--- src/rtl/keypad_pkg.sv ---
`default_nettype none
// ============================================================================
// Module      : keypad_pkg
// Description : Shared types and constants for the 4x4 keypad scanner:
//               FSM state encoding, key-code width and the row/column to
//               key-code mapping.
// Revision    : 1.0 - initial release
// ============================================================================
package keypad_pkg;

  typedef enum logic [1:0] {
    ST_SCAN     = 2'd0,
    ST_DEBOUNCE = 2'd1,
    ST_PRESSED  = 2'd2,
    ST_RELEASE  = 2'd3
  } state_t;

  localparam int c_KEY_W      = 4;
  // key code = row * c_ROW_STRIDE + col
  localparam int c_ROW_STRIDE = 4;

  // Lowest-index row that is pulled low (rows are active-low).
  function automatic logic [1:0] lowest_low_row(input logic [3:0] rows);
    if (!rows[0])      return 2'd0;
    else if (!rows[1]) return 2'd1;
    else if (!rows[2]) return 2'd2;
    else               return 2'd3;
  endfunction

  function automatic logic [c_KEY_W-1:0] key_map(input logic [1:0] row,
                                                 input logic [1:0] col);
    return c_KEY_W'(int'(row) * c_ROW_STRIDE + int'(col));
  endfunction

endpackage
`default_nettype wire

--- src/rtl/keypad_tick_gen.sv ---
`default_nettype none
// ============================================================================
// Module      : keypad_tick_gen
// Description : Free-running divider 0..DIV-1; o_tick is high for the single
//               cycle in which the count equals DIV-1.
// Revision    : 1.0 - initial release
// ============================================================================
module keypad_tick_gen #(
  parameter int DIV = 1000
) (
  input  logic clk,
  input  logic rst,
  output logic o_tick
);

  localparam int c_CNT_W = (DIV > 1) ? $clog2(DIV) : 1;

  logic [c_CNT_W-1:0] r_cnt;
  logic               w_last;

  assign w_last = (r_cnt == c_CNT_W'(DIV - 1));
  assign o_tick = w_last;

  // Count up and restart from zero after the terminal value.
  always_ff @(posedge clk) begin
    if (rst)         r_cnt <= '0;
    else if (w_last) r_cnt <= '0;
    else             r_cnt <= r_cnt + 1'b1;
  end

endmodule
`default_nettype wire

--- src/rtl/keypad_scanner.sv ---
`default_nettype none
// ============================================================================
// Module      : keypad_scanner
// Description : 4x4 matrix keypad scanner with debounce. Strobes one column at
//               a time, samples rows on each scan tick, debounces press and
//               release and reports the accepted key code.
//               Optional macro KEYPAD_REPEAT_EN adds auto-repeat of key_valid
//               while a key stays pressed.
// Revision    : 1.0 - initial release
// ============================================================================
module keypad_scanner #(
  parameter int SCAN_DIV     = 1000,
  parameter int DEBOUNCE_CNT = 4
`ifdef KEYPAD_REPEAT_EN
  ,
  parameter int REPEAT_DELAY = 500,
  parameter int REPEAT_RATE  = 100
`endif
) (
  input  logic       clk,
  input  logic       rst,
  input  logic [3:0] row_in,
  output logic [3:0] col_out,
  output logic [3:0] key_code,
  output logic       key_valid,
  output logic       key_held
);

  import keypad_pkg::*;

  localparam int c_DB_W = $clog2(DEBOUNCE_CNT + 1);

  state_t              r_state, w_state_nxt;
  logic [1:0]          r_col,   w_col_nxt;
  logic [1:0]          r_row,   w_row_nxt;
  logic [c_DB_W-1:0]   r_match, w_match_nxt;
  logic [c_KEY_W-1:0]  r_code,  w_code_nxt;
  logic                r_valid, w_valid_nxt;

  logic                w_tick;
  logic                w_row_low;
  logic [c_DB_W-1:0]   w_match_inc;
  logic                w_match_done;

`ifdef KEYPAD_REPEAT_EN
  localparam int c_REP_MAX = (REPEAT_DELAY > REPEAT_RATE) ? REPEAT_DELAY : REPEAT_RATE;
  localparam int c_REP_W   = $clog2(c_REP_MAX + 1);

  logic [c_REP_W-1:0]  r_rep_cnt, w_rep_cnt_nxt;
  logic                r_rep_first, w_rep_first_nxt;
  logic [c_REP_W-1:0]  w_rep_inc;
  logic [c_REP_W-1:0]  w_rep_thr;

  assign w_rep_inc = (r_rep_cnt == '1) ? r_rep_cnt : r_rep_cnt + 1'b1;
  assign w_rep_thr = r_rep_first ? c_REP_W'(REPEAT_DELAY) : c_REP_W'(REPEAT_RATE);
`endif

  keypad_tick_gen #(
    .DIV (SCAN_DIV)
  ) u_tick_gen (
    .clk    (clk),
    .rst    (rst),
    .o_tick (w_tick)
  );

  // Only the latched row matters once a key has been captured.
  assign w_row_low    = ~row_in[r_row];
  assign w_match_inc  = (r_match == c_DB_W'(DEBOUNCE_CNT)) ? r_match : r_match + 1'b1;
  assign w_match_done = (w_match_inc == c_DB_W'(DEBOUNCE_CNT));

  assign col_out   = ~(4'b0001 << r_col);
  assign key_code  = r_code;
  assign key_valid = r_valid;
  assign key_held  = (r_state == ST_PRESSED) || (r_state == ST_RELEASE);

  // State and datapath registers.
  always_ff @(posedge clk) begin
    if (rst) begin
      r_state <= ST_SCAN;
      r_col   <= 2'd0;
      r_row   <= 2'd0;
      r_match <= '0;
      r_code  <= '0;
      r_valid <= 1'b0;
    end else begin
      r_state <= w_state_nxt;
      r_col   <= w_col_nxt;
      r_row   <= w_row_nxt;
      r_match <= w_match_nxt;
      r_code  <= w_code_nxt;
      r_valid <= w_valid_nxt;
    end
  end

`ifdef KEYPAD_REPEAT_EN
  // Auto-repeat interval counter registers.
  always_ff @(posedge clk) begin
    if (rst) begin
      r_rep_cnt   <= '0;
      r_rep_first <= 1'b0;
    end else begin
      r_rep_cnt   <= w_rep_cnt_nxt;
      r_rep_first <= w_rep_first_nxt;
    end
  end
`endif

  // Next-state logic: scan, debounce press, hold, debounce release.
  always_comb begin
    w_state_nxt = r_state;
    w_col_nxt   = r_col;
    w_row_nxt   = r_row;
    w_match_nxt = r_match;
    w_code_nxt  = r_code;
    w_valid_nxt = 1'b0;
`ifdef KEYPAD_REPEAT_EN
    w_rep_cnt_nxt   = r_rep_cnt;
    w_rep_first_nxt = r_rep_first;
`endif
    case (r_state)
      ST_SCAN: begin
        if (w_tick) begin
          if (row_in == 4'hF) begin
            w_col_nxt = r_col + 2'd1;
          end else begin
            w_row_nxt   = lowest_low_row(row_in);
            w_match_nxt = c_DB_W'(1);
            if (DEBOUNCE_CNT <= 1) begin
              w_state_nxt = ST_PRESSED;
              w_code_nxt  = key_map(lowest_low_row(row_in), r_col);
              w_valid_nxt = 1'b1;
              w_match_nxt = '0;
`ifdef KEYPAD_REPEAT_EN
              w_rep_cnt_nxt   = '0;
              w_rep_first_nxt = 1'b1;
`endif
            end else begin
              w_state_nxt = ST_DEBOUNCE;
            end
          end
        end
      end
      ST_DEBOUNCE: begin
        if (w_tick) begin
          if (w_row_low) begin
            w_match_nxt = w_match_inc;
            if (w_match_done) begin
              w_state_nxt = ST_PRESSED;
              w_code_nxt  = key_map(r_row, r_col);
              w_valid_nxt = 1'b1;
              w_match_nxt = '0;
`ifdef KEYPAD_REPEAT_EN
              w_rep_cnt_nxt   = '0;
              w_rep_first_nxt = 1'b1;
`endif
            end
          end else begin
            w_state_nxt = ST_SCAN;
            w_col_nxt   = r_col + 2'd1;
            w_match_nxt = '0;
          end
        end
      end
      ST_PRESSED: begin
        if (w_tick && !w_row_low) begin
          if (DEBOUNCE_CNT <= 1) begin
            w_state_nxt = ST_SCAN;
            w_col_nxt   = r_col + 2'd1;
            w_match_nxt = '0;
          end else begin
            w_state_nxt = ST_RELEASE;
            w_match_nxt = c_DB_W'(1);
          end
        end
`ifdef KEYPAD_REPEAT_EN
        else if (w_tick) begin
          if (w_rep_inc >= w_rep_thr) begin
            w_valid_nxt     = 1'b1;
            w_rep_cnt_nxt   = '0;
            w_rep_first_nxt = 1'b0;
          end else begin
            w_rep_cnt_nxt = w_rep_inc;
          end
        end
`endif
      end
      ST_RELEASE: begin
        if (w_tick) begin
          if (!w_row_low) begin
            w_match_nxt = w_match_inc;
            if (w_match_done) begin
              w_state_nxt = ST_SCAN;
              w_col_nxt   = r_col + 2'd1;
              w_match_nxt = '0;
            end
          end else begin
            // Release glitch: key is still down, resume holding silently.
            w_state_nxt = ST_PRESSED;
            w_match_nxt = '0;
          end
        end
      end
      default: begin
        w_state_nxt = ST_SCAN;
      end
    endcase
  end

endmodule
`default_nettype wire

--- config.mk ---
export PLATFORM = sky130hd
export DESIGN_NAME = keypad_scanner
export DESIGN_NICKNAME = d
export VERILOG_FILES = /design/src/rtl/keypad_pkg.sv /design/src/rtl/keypad_tick_gen.sv /design/src/rtl/keypad_scanner.sv
export SDC_FILE = /design/constraint.sdc
export NUM_CORES = 1
export LEC_CHECK = 0
export CAP_MARGIN = 30
export CORE_MARGIN = 2
export CORE_UTILIZATION = 61
export DETAILED_ROUTE_END_ITERATION = 10
export DONT_BUFFER_PORTS = 1
export GPL_ROUTABILITY_DRIVEN = 0
export PLACE_DENSITY_LB_ADDON = 0.15
export SYNTH_ARGS = -nofsm -noshare
export SYNTH_HDL_FRONTEND = slang
export SYNTH_SLANG_ARGS = --single-unit
--- constraint.sdc ---
create_clock -name clk -period 3.1 [get_ports clk]
set_clock_uncertainty 0.2 [all_clocks]
set_input_delay 0.465 -clock clk [delete_from_list [all_inputs] [get_ports clk]]
set_output_delay 0.465 -clock clk [all_outputs]
set_load 0.01 [all_outputs]
# Word level (Yosys, flattened, before mapping)

Index checks and enable logic that the tools add are counted.

Register bits after elaboration: 24
Bits of input ports: 6
Output and inout bits: 10
Word-level logic and storage cells: 81

Add/sub/neg operators: 4
Magnitude comparators: 1
Eq/ne operators: 18
Shift operators: 1
Mux-type cells: 34
Bitwise operators: 5
Reductions and logical operators: 11

Operator list:

| kind                    | number |
|---|---|
| $mux W2                 | 18 |
| $mux W3                 | 9 |
| $ne A2 B2 Y1 const B    | 8 |
| $pmux W3 S4             | 1 |
| $add A10 B1 Y10 const B | 1 |
| $eq A10 B10 Y1 const B  | 1 |
| $pmux W2 S4             | 1 |
| $reduce_and A8 Y1       | 1 |
| $reduce_and A7 Y1       | 1 |
| $eq A3 B3 Y1 const B    | 2 |
| $ne A3 B3 Y1 const B    | 2 |
| $pmux W2 S3             | 1 |
| $reduce_and A5 Y1       | 1 |
| $add A4 B2 Y4           | 1 |
| $eq A2 B2 Y1 const B    | 2 |
| $eq A4 B4 Y1 const B    | 1 |
| $not A1 Y1              | 4 |
| $not A4 Y4              | 1 |
| $reduce_and A4 Y1       | 1 |
| $reduce_or A4 Y1        | 1 |
| $shl A1 B2 Y4 const A   | 1 |
| $add A3 B1 Y3 const B   | 1 |
| $lt A2 B3 Y1 const B    | 1 |
| $mux W1                 | 3 |
| other kinds (10)        | 10 |

# Longest topological paths before layout

Depth after elaboration: 7
Depth in mapped cells: 8
Gate-level depth less buffers: 7

# Modules after synthesis

From an unflattened synthesis, not the netlist that was laid out.

Cells, all modules: 152
Area total of the unflattened synthesis: 1353.8 µm²

By module, submodules not included:

| module          | instances | cells each | area an instance (µm²) | sequential area each (µm²) |
|---|---|---|---|---|
| keypad_scanner  | 1         | 96         | 840.8                  | 280.3 |
| keypad_tick_gen | 1         | 56         | 513.0                  | 200.2 |

# Worst setup path before layout

OpenSTA, ideal clock, no wires.

Path type: reg-to-reg
Start: register r_match[0]
End: register r_code[0], in the netlist key_code[0]
Setup time: 0.129 ns
Data arrival time: 2.112 ns
Required time: 2.771 ns
Path slack: 0.660 ns
Cell stages (with the launch flop): 9
Buffers on the path: 1
Clock period less this slack: 2.440 ns
Cells stage by stage: dfxtp_1 -> inv_1 -> ha_1 -> nand4bb_1 -> a311o_1 -> or4_1 -> buf_2 -> mux2i_1 -> nor2_1

Word-level cells in the longest chain between the ends: 4
Elaborated cells on any way between the ends: 5
Classes of those cells: 1 x add/sub; 2 x eq/ne; 1 x mux; 1 x reduce/logical

Ends and longest elaborated chain:

| element                                       | RTL line             | source |
|---|---|---|
| start: declaration                            | keypad_scanner.sv:36 | `logic [c_DB_W-1:0] r_match, w_match_nxt;` |
| start signal: assignment                      | keypad_scanner.sv:89 | `r_match <= w_match_nxt;` |
| $add A3 B1 Y3 or $eq A3 B3 Y1 (tied branches) | keypad_scanner.sv:68 | `assign w_match_inc = (r_match == c_DB_W'(DEBOUNCE_CNT)) ? r_match : r_match + 1'b1;` |
| $mux W3 (*)                                   | keypad_scanner.sv:68 |  |
| $eq A3 B3 Y1 (*)                              | keypad_scanner.sv:69 | `assign w_match_done = (w_match_inc == c_DB_W'(DEBOUNCE_CNT));` |
| $reduce_and A4 Y1 (no source line) (*)        | -                    |  |
| end signal: assignment                        | keypad_scanner.sv:90 | `r_code <= w_code_nxt;` |
| end: declaration                              | keypad_scanner.sv:37 | `logic [c_KEY_W-1:0] r_code, w_code_nxt;` |

Every way passes the cells marked *; elsewhere a longest branch is shown, timed or not.
A chain may end at the register's enable or synchronous reset.

# Worst setup path after layout

Start: register r_match[0]
End: register r_code[1], in the netlist key_code[1]

The elaborated chain is that of the path after synthesis.

==> reports/metrics.csv <==
metric;value;unit
status;completed;
numCtsBuffers;3;
setup_viol;0;
max_cap_viol_count;0;
placementRows;16;
postSynthCellCount;146;
dp_cells;166;
ys_ff_latch;24;
nFillCells;172;
final_cells;173;
clock_latency;0.31;ns
die_w;49.7;um
setup-tns-final;0;ns
syn-num-nets;159;
cts_buffer_depth;2;
pre_cts_ws;0.398;ns
numPortBuffers;0;
hp-class;in -> reg;
rsz0062_at_grt;false;
htreeDepth;1;
start_util;0.651;
synthArstFlopShare;0;
cp_slowest_stage_delay;0.65;ns
worst_slew_pin_slew;0.500;ns
seqCellArea;480;sq um
critPathMaxFanout;8;
path_cells;inv_1 > ha_1 > nand4bb_1 > a311o_1 > or4_1 > mux2i_1 > nor2_1;
die_h;49.7;um
slew_viol_final;0;
post_cts_resized;0;
worst_slack;0.367;ns
critical_path_arrival;2.74;ns
power_density;409;mW/mm^2
p_leak;0.492;nW
slew_headroom;0.666;
critical_path_required;3.10;ns
multi_input_area;722;sq um
synth_area;0.00128;sq mm
endpoint_kind;flip-flop;
synth-main-ff-cell;dfxtp_1;
cts_root_buffer;clkbuf_4;
ir_drop;0.321;mV
grt.total_usage;0.194;
drt.antenna.violating_nets;0;
worstSetupPathType;reg -> reg;
grt_max_degree;15;
synth_cell_types;38;
syn2layout_area_growth;6.86;%
drive_gt1_frac;0.0822;
final_common_cell;nor2_1;
core_region_area;0.00196;sq mm
path_clk_slew;0.13;ns
avgSynthCellArea;8.74;sq um
holdBufCountCts;2;
final_cell_mix;nor2_1 (25), dfxtp_1 (24), inv_1 (12);
nets;160;
yosys_warnings;0;
fmaxAchievable;366;MHz
routed_wl;2200;um
fin_crit;2.73;ns
hold_violations;0;
synth_enable_flop_cells;0;
cp-start-kind;flip-flop;
grt_pass1_vias;901;
wl_per_cell;12.7;um
post_cts_buffers;0;
n_antenna_cell;0;
drtPass1Iterations;4;
boundaryPins;16;
grt_pass1_wl;3750;um
overflow;0;
dp_hpwl;1620;um
antenna_found_initial;0;
fin_crit_sh;0.882;
yosysSeqAreaShare;0.376;
via_count;971;
slowest_stage;or4_1;
avgViaCountPerCell;5.61;
drt_iter0_markers;21;
timing.hold.ws;0.0558;ns
drc_errors;0;
cts.sinks;24;
utilization;0.695;
die_area;0.00247;sq mm
r2r_slack;0.37;ns
cts_tree;built;
sequential cells by signal, indices dropped and copies added, names as in the netlist, named ones only:
register	flops
key_valid	1
key_code	4
u_tick_gen.r_cnt	10
r_state	1
r_row	2
r_match	3
r_col	2
through the flow:
stage / total power, W / instance area (sq um)
global route: 0.000576 / 1360
global placement: 0.000334 / 1280
detailed placement: 0.000335 / 1280
floorplan: 0.000336 / 1280
finish: 0.000558 / 1360
CTS: 0.000563 / 1350
layout make-up:
| type | count | share of cell area |
|---|---|---|
| Clock inverter | 1 | 0.0220 |
| Clock buffer | 3 | 0.0165 |
| Tap cell | 27 | 0.0248 |
| Inverter | 12 | 0.0330 |
| Multi-Input combinational cell | 103 | 0.529 |
| Sequential cell | 24 | 0.352 |
| Timing Repair Buffer | 3 | 0.0220 |
metal layers:
layer | routed length (um) | track usage | vias to the layer above
li1 | - | - | 496
met1 | 1020 | 0.236 | 452
met2 | 1090 | 0.340 | 21
met3 | 77 | 0.0424 | 2
met4 | 12 | 0.0556 | 0
met5 | 0 | 0 | -
worst max-delay path: cells and delay by family, from the launching register on:
kind            cells  cell delay, ns
compound gates      1            0.37
fa+ha+maj           1            0.29
buf+inv             1            0.11
flops               1            0.47
mux                 1            0.23
simple gates        3            0.96
cell usage after synthesis, types with 2 or more instances:
cell type	instances	area [sq um]
a21oi_1	3	15.0
nor2_1	25	93.8
o21ai_0	2	10.0
nor3_1	3	15.0
nand4_1	2	12.5
buf_2	2	10.0
and2_1	2	12.5
clkbuf_1	5	18.8
nand3b_1	2	15.0
ha_1	7	87.6
nand2b_1	4	25.0
xor2_1	4	35.0
or3_1	2	12.5
nand2_1	4	15.0
a211oi_1	3	22.5
mux2i_1	7	70.1
nand3_1	7	35.0
xnor2_1	6	52.6
dfxtp_1	24	480
or4_1	3	22.5
inv_1	12	45.0
worst paths after layout:
kind,from,endpoint,cells past startpoint
setup reg to reg,r_match[0],key_code[1],7
setup / recovery,r_match[0],key_code[1],7
hold reg to reg,u_tick_gen.r_cnt[0],u_tick_gen.r_cnt[0],1
hold / removal,rst,r_match[0],1
power breakdown:
group          leakage [nW]  switching [W]  internal, W
Sequential            0.194     0.00000252     0.000312
Combinational         0.270      0.0000102   0.00000882
Clock                0.0279      0.0000942     0.000131
Total                 0.492       0.000107     0.000451
cell families after synthesis:
family                     Yosys count  share of synthesized area
AOI/OAI and AO/OA                   15                     0.0833
xor gates and xnor gates            10                     0.0686
adders and majority gates            7                     0.0686
buffers and inverters               19                     0.0578
DFF                                 24                      0.376
muxes                                9                     0.0843
and+or+nand+nor                     62                      0.261
Note: power is estimated with default switching activity, not from simulation.
